--- src/rtl/branch_resolve_tracker.sv ---
// branch_resolve_tracker
//   In-order FIFO of in-flight conditional-branch predictions placed behind the
//   branch history table. Each fetch-time prediction {PC index, predicted
//   direction} is queued. When execute resolves the oldest branch, the tracker
//   issues a registered history-table update and a mispredict pulse. A
//   mispredict flushes every younger entry.
//
// Ports
//   CLK, RST                    clock, synchronous active-high reset
//   Pred_valid/PC/taken         fetch-side push of a prediction
//   Resolve_valid/taken         execute-side resolution of the oldest entry
//   Update_en/taken/PC          history-table update port (registered)
//   Mispredict                  one-cycle flush/redirect pulse
//   Full, Empty, Count          occupancy (combinational from registered count)
//   Overflow, Underflow         one-cycle pulses for a dropped push / ignored resolve
//   Mispredict_cnt              saturating mispredict counter
module branch_resolve_tracker #(
  parameter int unsigned DEPTH = 4,
  parameter int unsigned PC_W  = 4,
  parameter int unsigned CNT_W = 3
) (
  input  logic             CLK,
  input  logic             RST,
  input  logic             Pred_valid,
  input  logic [PC_W-1:0]  Pred_PC,
  input  logic             Pred_taken,
  input  logic             Resolve_valid,
  input  logic             Resolve_taken,
  output logic             Update_en,
  output logic             Update_taken,
  output logic [PC_W-1:0]  Update_PC,
  output logic             Mispredict,
  output logic             Full,
  output logic             Empty,
  output logic [CNT_W-1:0] Count,
  output logic             Overflow,
  output logic             Underflow,
  output logic [7:0]       Mispredict_cnt
);

  localparam int unsigned PtrW = (DEPTH > 1) ? $clog2(DEPTH) : 1;

  // Each entry is {PC, predicted direction}; the direction sits in bit 0.
  logic [DEPTH-1:0][PC_W:0] entry_q;

  logic [PtrW-1:0]  head_q, head_d;
  logic [PtrW-1:0]  tail_q, tail_d;
  logic [CNT_W-1:0] count_q, count_d;

  logic             upd_en_q, upd_en_d;
  logic             upd_taken_q, upd_taken_d;
  logic [PC_W-1:0]  upd_pc_q, upd_pc_d;
  logic             mispred_q, mispred_d;
  logic             ovf_q, ovf_d;
  logic             unf_q, unf_d;
  logic [7:0]       mcnt_q, mcnt_d;

  logic             full, empty;
  logic             res_fire, mis_fire, push;
  logic [PC_W-1:0]  head_pc;
  logic             head_pred;

  always_comb begin
    full      = (count_q == CNT_W'(DEPTH));
    empty     = (count_q == '0);
    head_pc   = entry_q[head_q][PC_W:1];
    head_pred = entry_q[head_q][0];

    res_fire  = Resolve_valid & ~empty;
    mis_fire  = res_fire & (head_pred != Resolve_taken);
    // A push is younger than any resolving branch, so a flush swallows it.
    // A correct resolve frees the head slot in the same cycle, allowing a
    // push even while full.
    push      = Pred_valid & ~mis_fire & (~full | res_fire);
  end

  always_comb begin
    head_d      = head_q;
    tail_d      = tail_q;
    count_d     = count_q;
    upd_en_d    = res_fire;
    upd_taken_d = upd_taken_q;
    upd_pc_d    = upd_pc_q;
    mispred_d   = mis_fire;
    // Full implies non-empty, so any Resolve_valid here means a resolve fires.
    ovf_d       = Pred_valid & full & ~Resolve_valid;
    unf_d       = Resolve_valid & empty;
    mcnt_d      = mcnt_q;

    if (res_fire) begin
      upd_taken_d = Resolve_taken;
      upd_pc_d    = head_pc;
    end

    if (mis_fire) begin
      head_d  = tail_q;
      count_d = '0;
      if (mcnt_q != 8'hFF) begin
        mcnt_d = mcnt_q + 8'd1;
      end
    end else begin
      if (res_fire) begin
        head_d = head_q + PtrW'(1);
      end
      if (push) begin
        tail_d = tail_q + PtrW'(1);
      end
      count_d = count_q + CNT_W'(push) - CNT_W'(res_fire);
    end
  end

  always_ff @(posedge CLK) begin
    if (RST) begin
      head_q      <= '0;
      tail_q      <= '0;
      count_q     <= '0;
      upd_en_q    <= 1'b0;
      upd_taken_q <= 1'b0;
      upd_pc_q    <= '0;
      mispred_q   <= 1'b0;
      ovf_q       <= 1'b0;
      unf_q       <= 1'b0;
      mcnt_q      <= '0;
    end else begin
      head_q      <= head_d;
      tail_q      <= tail_d;
      count_q     <= count_d;
      upd_en_q    <= upd_en_d;
      upd_taken_q <= upd_taken_d;
      upd_pc_q    <= upd_pc_d;
      mispred_q   <= mispred_d;
      ovf_q       <= ovf_d;
      unf_q       <= unf_d;
      mcnt_q      <= mcnt_d;
    end
  end

  // Storage needs no reset: occupancy alone decides which entries are live.
  always_ff @(posedge CLK) begin
    if (!RST && push) begin
      entry_q[tail_q] <= {Pred_PC, Pred_taken};
    end
  end

  assign Update_en      = upd_en_q;
  assign Update_taken   = upd_taken_q;
  assign Update_PC      = upd_pc_q;
  assign Mispredict     = mispred_q;
  assign Full           = full;
  assign Empty          = empty;
  assign Count          = count_q;
  assign Overflow       = ovf_q;
  assign Underflow      = unf_q;
  assign Mispredict_cnt = mcnt_q;

endmodule

--- config.mk ---
export PLATFORM = sky130hd
export DESIGN_NAME = branch_resolve_tracker
export DESIGN_NICKNAME = d
export VERILOG_FILES = /design/src/rtl/branch_resolve_tracker.sv
export SDC_FILE = /design/constraint.sdc
export NUM_CORES = 1
export LEC_CHECK = 0
export BUFFER_PORTS_ARGS = -buffer_cell sky130_fd_sc_hd__buf_2
export CAP_MARGIN = 20
export CORE_ASPECT_RATIO = 0.6
export CORE_MARGIN = 2
export CORE_UTILIZATION = 55
export DETAILED_ROUTE_END_ITERATION = 8
export GPL_TIMING_DRIVEN = 0
export PLACE_DENSITY = 0.75
export REMOVE_ABC_BUFFERS = 1
export SLEW_MARGIN = 20
export SYNTH_ARGS = -nofsm -noshare
export SYNTH_HDL_FRONTEND = slang
export SYNTH_SLANG_ARGS = --single-unit
--- constraint.sdc ---
create_clock -name CLK -period 2.95 [get_ports CLK]
set_clock_uncertainty 0.05 [all_clocks]
set_input_delay 0 -clock CLK [delete_from_list [all_inputs] [get_ports CLK]]
set_output_delay 0 -clock CLK [all_outputs]
set_load 0.05 [all_outputs]
; After elaboration in Yosys (flattened, before gate mapping)
; Cells that the tools add are included.
[word_totals]
regBits = 44
latchBits = 0
ramBits = 0
romBits = 0
inputBits = 10
n_memories = 0
[op_classes]
n_addsub = 5
mul = 0
n_div = 0
magnitude_cmp = 3
eq_ne = 3
shifts = 0
n_mux = 7
bitwise_logic = 12
n_reduce_logical = 8
[ops]
columns = operator, n
row1 = bitwise mux 20 bit, 1
row2 = binary-select mux 5 bit (select 2 bit), 1
row3 = demux 5 bit (select 2 bit), 1
row4 = 2-to-1 mux 5 bit, 2
row5 = adder 8 x 1 -> 8 bit (second input constant), 1
row6 = inequality test 8 bit (second input constant), 1
row7 = bitwise AND 1 bit, 7
row8 = < comparator 2 x 3 -> 1 bit (second input constant), 2
row9 = adder 2 x 1 -> 2 bit (second input constant), 2
row10 = 2-to-1 mux 2 bit, 2
row11 = NOT 1 bit, 4
row12 = AND reduction 2 bit, 2
row13 = adder 3 x 1 -> 3 bit, 1
row14 = == test 3 bit (second input constant), 1
row15 = zero test 3 bit, 1
row16 = subtractor 3 x 1 -> 3 bit, 1
row17 = >= comparator 2 x 1 -> 1 bit (second input constant), 1
row18 = logical AND 1 bit, 2
row19 = nonzero test 2 bit, 1
row20 = OR reduction 2 bit, 1
row21 = zero test 1 bit, 1
row22 = inequality test 1 bit, 1
row23 = bitwise OR 1 bit, 1

; Logic depth before layout (Yosys ltp)
[logic_depth]
depth_word = 9
depth_mapped = 10

; Worst setup path before layout
; OpenSTA, ideal clock, no wires.
[synth_path]
path_type = register to register
from = reg head_q[0]
to = reg count_q[2] (netlist: Count[2])
setup_time_ns = 0.131
t_arrival_ns = 2.538
slack_ns = 0.231
path_stages_with_launch = 11
path_buffers = 1
cell_sequence = dfxtp_1 buf_6 mux4_2 xor2_1 o21ai_0 o21ai_0 ha_1 fa_1 xnor2_1 xnor2_1 nor3_1
[synth_between]
elab_chain_len = 9
elab_cells_between_ends = 10
classes_between = add/sub (2) / eq/ne (1) / mux (2) / bitwise (4) / reduce/logical (1)
[synth_rtl]
columns = element, line_no
row1 = start: declaration, 46  ; logic [PtrW-1:0] head_q, head_d;
row2 = start signal: assignment, 114  ; head_q <= '0;
row3 = start signal: assignment, 125  ; head_q <= head_d;
row4 = binary-select mux 5 bit (select 2 bit) *, 67  ; head_pred = entry_q[head_q][0];
row5 = 2-to-1 mux 5 bit (implied by the code) *, 67
row6 = inequality test 1 bit *, 70  ; mis_fire = res_fire & (head_pred != Resolve_taken);
row7 = bitwise AND 1 bit *, 70
row8 = NOT 1 bit (no line), --
row9 = bitwise AND 1 bit (2 in series), 74  ; push = Pred_valid & ~mis_fire & (~full | res_fire);
row10 = adder 3 x 1 -> 3 bit, 108  ; count_d = count_q + CNT_W'(push) - CNT_W'(res_fire);
row11 = subtractor 3 x 1 -> 3 bit, 108
row12 = end signal: assignment, 127  ; count_q <= count_d;
row13 = end: declaration, 48  ; logic [CNT_W-1:0] count_q, count_d;
; Mark *: on every way between the ends. The rest lies on a longest branch, timed or not. The select of a mux whose other input is x is not followed.
; A chain may end at the register's enable or synchronous reset.

; Worst setup path in the final report
; Same ends and word-level chain as after synthesis.

==> run metrics <==
post-synth top area share=0.306; chip height=roughly 50 µm; CP Capture Type=flop; minimum clock period=approximately 2.8 ns; Final period util=0.947; Area contributors post-synth=edfxtp_1 31%, dfxtp_1 24%, mux4_1 5.4%; CTS tree=yes; non-filler instance count after layout=about 260; Max FO, Critical Path=9; critical path type=reg2reg; CP Launch Type=flop; f_max=358 MHz; most frequent cell after synthesis=dfxtp_1; routed vias/inst=roughly 5.7; Pint=1.24 mW; Final Hold Fails=0; Seq/Total Area, Yosys=0.551; Gate power share=0.377; Area growth syn-to-layout=19.0%; Post-CTS Setup Bufs=0; ANT cells=0; effective utilization at floorplan=0.590; GPL Wtd Cong=about 0.76; switching part of the total power=0.404; CP max-delay cell=mux4_2; Critical Path Start=head_q[0]; layout cells sized above 1=0.229; WP depth=9; port bufs=31; Reg2Reg Depth=9; DIE AREA=approximately 4100 µm²; RSZ-0062 raised after global routing=false; total congestion overflow=0; global-route wire length before repair=6.65 mm; Top delay family on crit path=adder cells; reg-to-reg endpoint=Count[2]; Multi-input gate area=810 µm²; H-tree depth=2; Hold Slack=approximately 0.093 ns; total core area=between 3000 and 4000 µm²; Clock Latency Late Sink=0.30 ns; Lkg Pwr=about 0.90 nW; Pins Over Slew Limit=0; number of clock sinks=between 40 and 50; CP Capture Point=Count[2]; CP most frequent cell=xnor2_1; synthesized instance count=171; hold crit path type=in2reg; Slew headroom=0.533; Routed Antenna Nets=0; Via Count=roughly 1500; final setup vio count=0; CTS Buf Count=5; Inst Count DP=~240; Max clock buf depth=2; share of synthesized registers carrying an async set or reset=0; Slew @ Worst Pin=roughly 0.7 ns; detailed placer's ending HPWL=roughly 2.7 mm; critical-path cell list=mux4_2 > xor2_1 > o21ai_2 > o21ai_0 > ha_1 > fa_1 > xnor2_1 > xnor2_1 > nor3_1; Peak VDD IR=between 0.4 and 0.5 mV; Clk pwr share=0.219; total power=2.09 mW; Crit path arrival time=between 2 and 3 ns; number of global-route vias before repair=roughly 1400; DRC=0; Die X=around 81 µm; area leader, netlist=edfxtp_1; Fill cells=roughly 240; Yosys warnings=0; initial antenna violation count=0; max-cap violations=0; top cells by count, synth=24 x dfxtp_1, 20 x edfxtp_1, 17 x nand2_1, 11 x a21oi_1, 9 x nand3_1; Root Driver=clkbuf_8; average size of a mapped cell=11.5 µm²; RR Startpoint=head_q[0]; drt pass-1 iters=4; Reg area=approximately 1100 µm²; ys flop type=dfxtp_1; WL/cell=15.4 µm; clk slew on worst S/H paths=approximately 0.08 ns; Setup WS post-layout=~0.16 ns; Yosys reg bits=44; dpl ws=-0.179 ns; setup_tns=0 ns; Total Routed Length=a little under 4 mm; floorplan row count=16; nets@finish=approximately 230; boundary pin count=32; register-to-register setup slack=between 0.15 and 0.2 ns; Switch Pwr=around 840 µW; WP buf/inv=0; PD cells=roughly 890 nW/µm²; Sequential Power Share=0.404; worst stage delay on the critical path=roughly 0.57 ns; largest net degree at the start of global routing=27; gr usage total=0.226; Worst Path Required=slightly above 3 ns; Synth Cell Area=between 1500 and 2000 µm²; EDFF count, synth=20; Starting DRT DRC Count=between 100 and 150; Netlist cell types=42; status=finished, final reports clean
cell usage in the layout, fill, tap and decap left out, drive strengths merged, types with 2 or more instances in the layout:
master       count
a21oi           11
a311oi           2
a31oi            3
and2             3
and3             5
buf             32
clkbuf           5
clkinvlp         2
dfxtp           24
dlygate4sd3      8
edfxtp          20
ha               6
inv              8
mux2             2
mux4             5
nand2           17
nand3            9
nand4            2
nor2             9
nor2b            2
nor3             5
o21ai            4
o311ai           2
o31ai            4
or3              2
or4              3
xnor2            3
through the flow:
step / utilization / cell area (µm²)
finish: 0.703 / 2330
global route: 0.703 / 2330
detailed placement: 0.643 / 2140
floorplan: - / 1910
CTS: 0.701 / 2330
global placement: 0.639 / 2120
sequential cells by signal (all words and copies together), names as in the netlist:
signal          cells
entry_q            20
Update_taken        1
tail_q              2
Update_en           1
Mispredict          1
Count               3
Underflow           1
Overflow            1
Mispredict_cnt      8
head_q              2
Update_PC           4
power by group through the flow:
stage	sequential, mW	clock (mW)	combinational, mW
floorplan	0.985	0	0.420
CTS	0.838	0.470	0.783
finish	0.842	0.458	0.786
detailed placement	0.851	0	0.766
global route	0.857	0.506	0.859
global placement	0.839	0	0.732
logic make-up (layout without fill, tap and decap cells):
kind of cell / Yosys count / after routing / share of synthesized area
buffers and inverters: 17 / 56 / 0.0408
adder cells (fa/ha/maj): 7 / 7 / 0.0485
multiplexers: 8 / 8 / 0.0816
AND/OR/NAND/NOR: 62 / 62 / 0.163
XOR/XNOR: 4 / 4 / 0.0217
flip-flops: 44 / 44 / 0.551
AO/OA/AOI/OAI: 29 / 29 / 0.0938
per-layer routing:
layer / GRT usage / part of all wire
met5: 0 / 0
met2: 0.346 / 0.48
met3: 0.0863 / 0.065
met1: 0.300 / 0.45
met4: 0.0706 / 0.0048
what timing repair did:
item	4_1_cts	5_1_grt
resized for setup	2	2
hold buffers	8	0
endpoints found under the setup margin	2	2
hold endpoints to repair	25	0
layout make-up:
type | instances | share of cell area
clock buffer | 5 | 0.0295
timing repair buffer | 40 | 0.104
tap | 45 | 0.0241
clock inverter | 3 | 0.0182
multi-input combinational | 110 | 0.347
sequential | 44 | 0.465
inverter | 8 | 0.0129
how the worst min path moves through the flow:
stage | cells after the start | to | slack, ns | startpoint
floorplan | 1 | Mispredict_cnt[0] | 0.02 | RST
global placement | 1 | entry_q[6] | 0.16 | Pred_PC[0]
detailed placement | 1 | entry_q[17] | 0.17 | Pred_PC[1]
CTS | 2 | Update_en | 0.08 | RST
global route | 2 | Update_en | 0.1 | RST
finish | 2 | Update_en | 0.09 | RST
(Power assumes the default switching activity.)
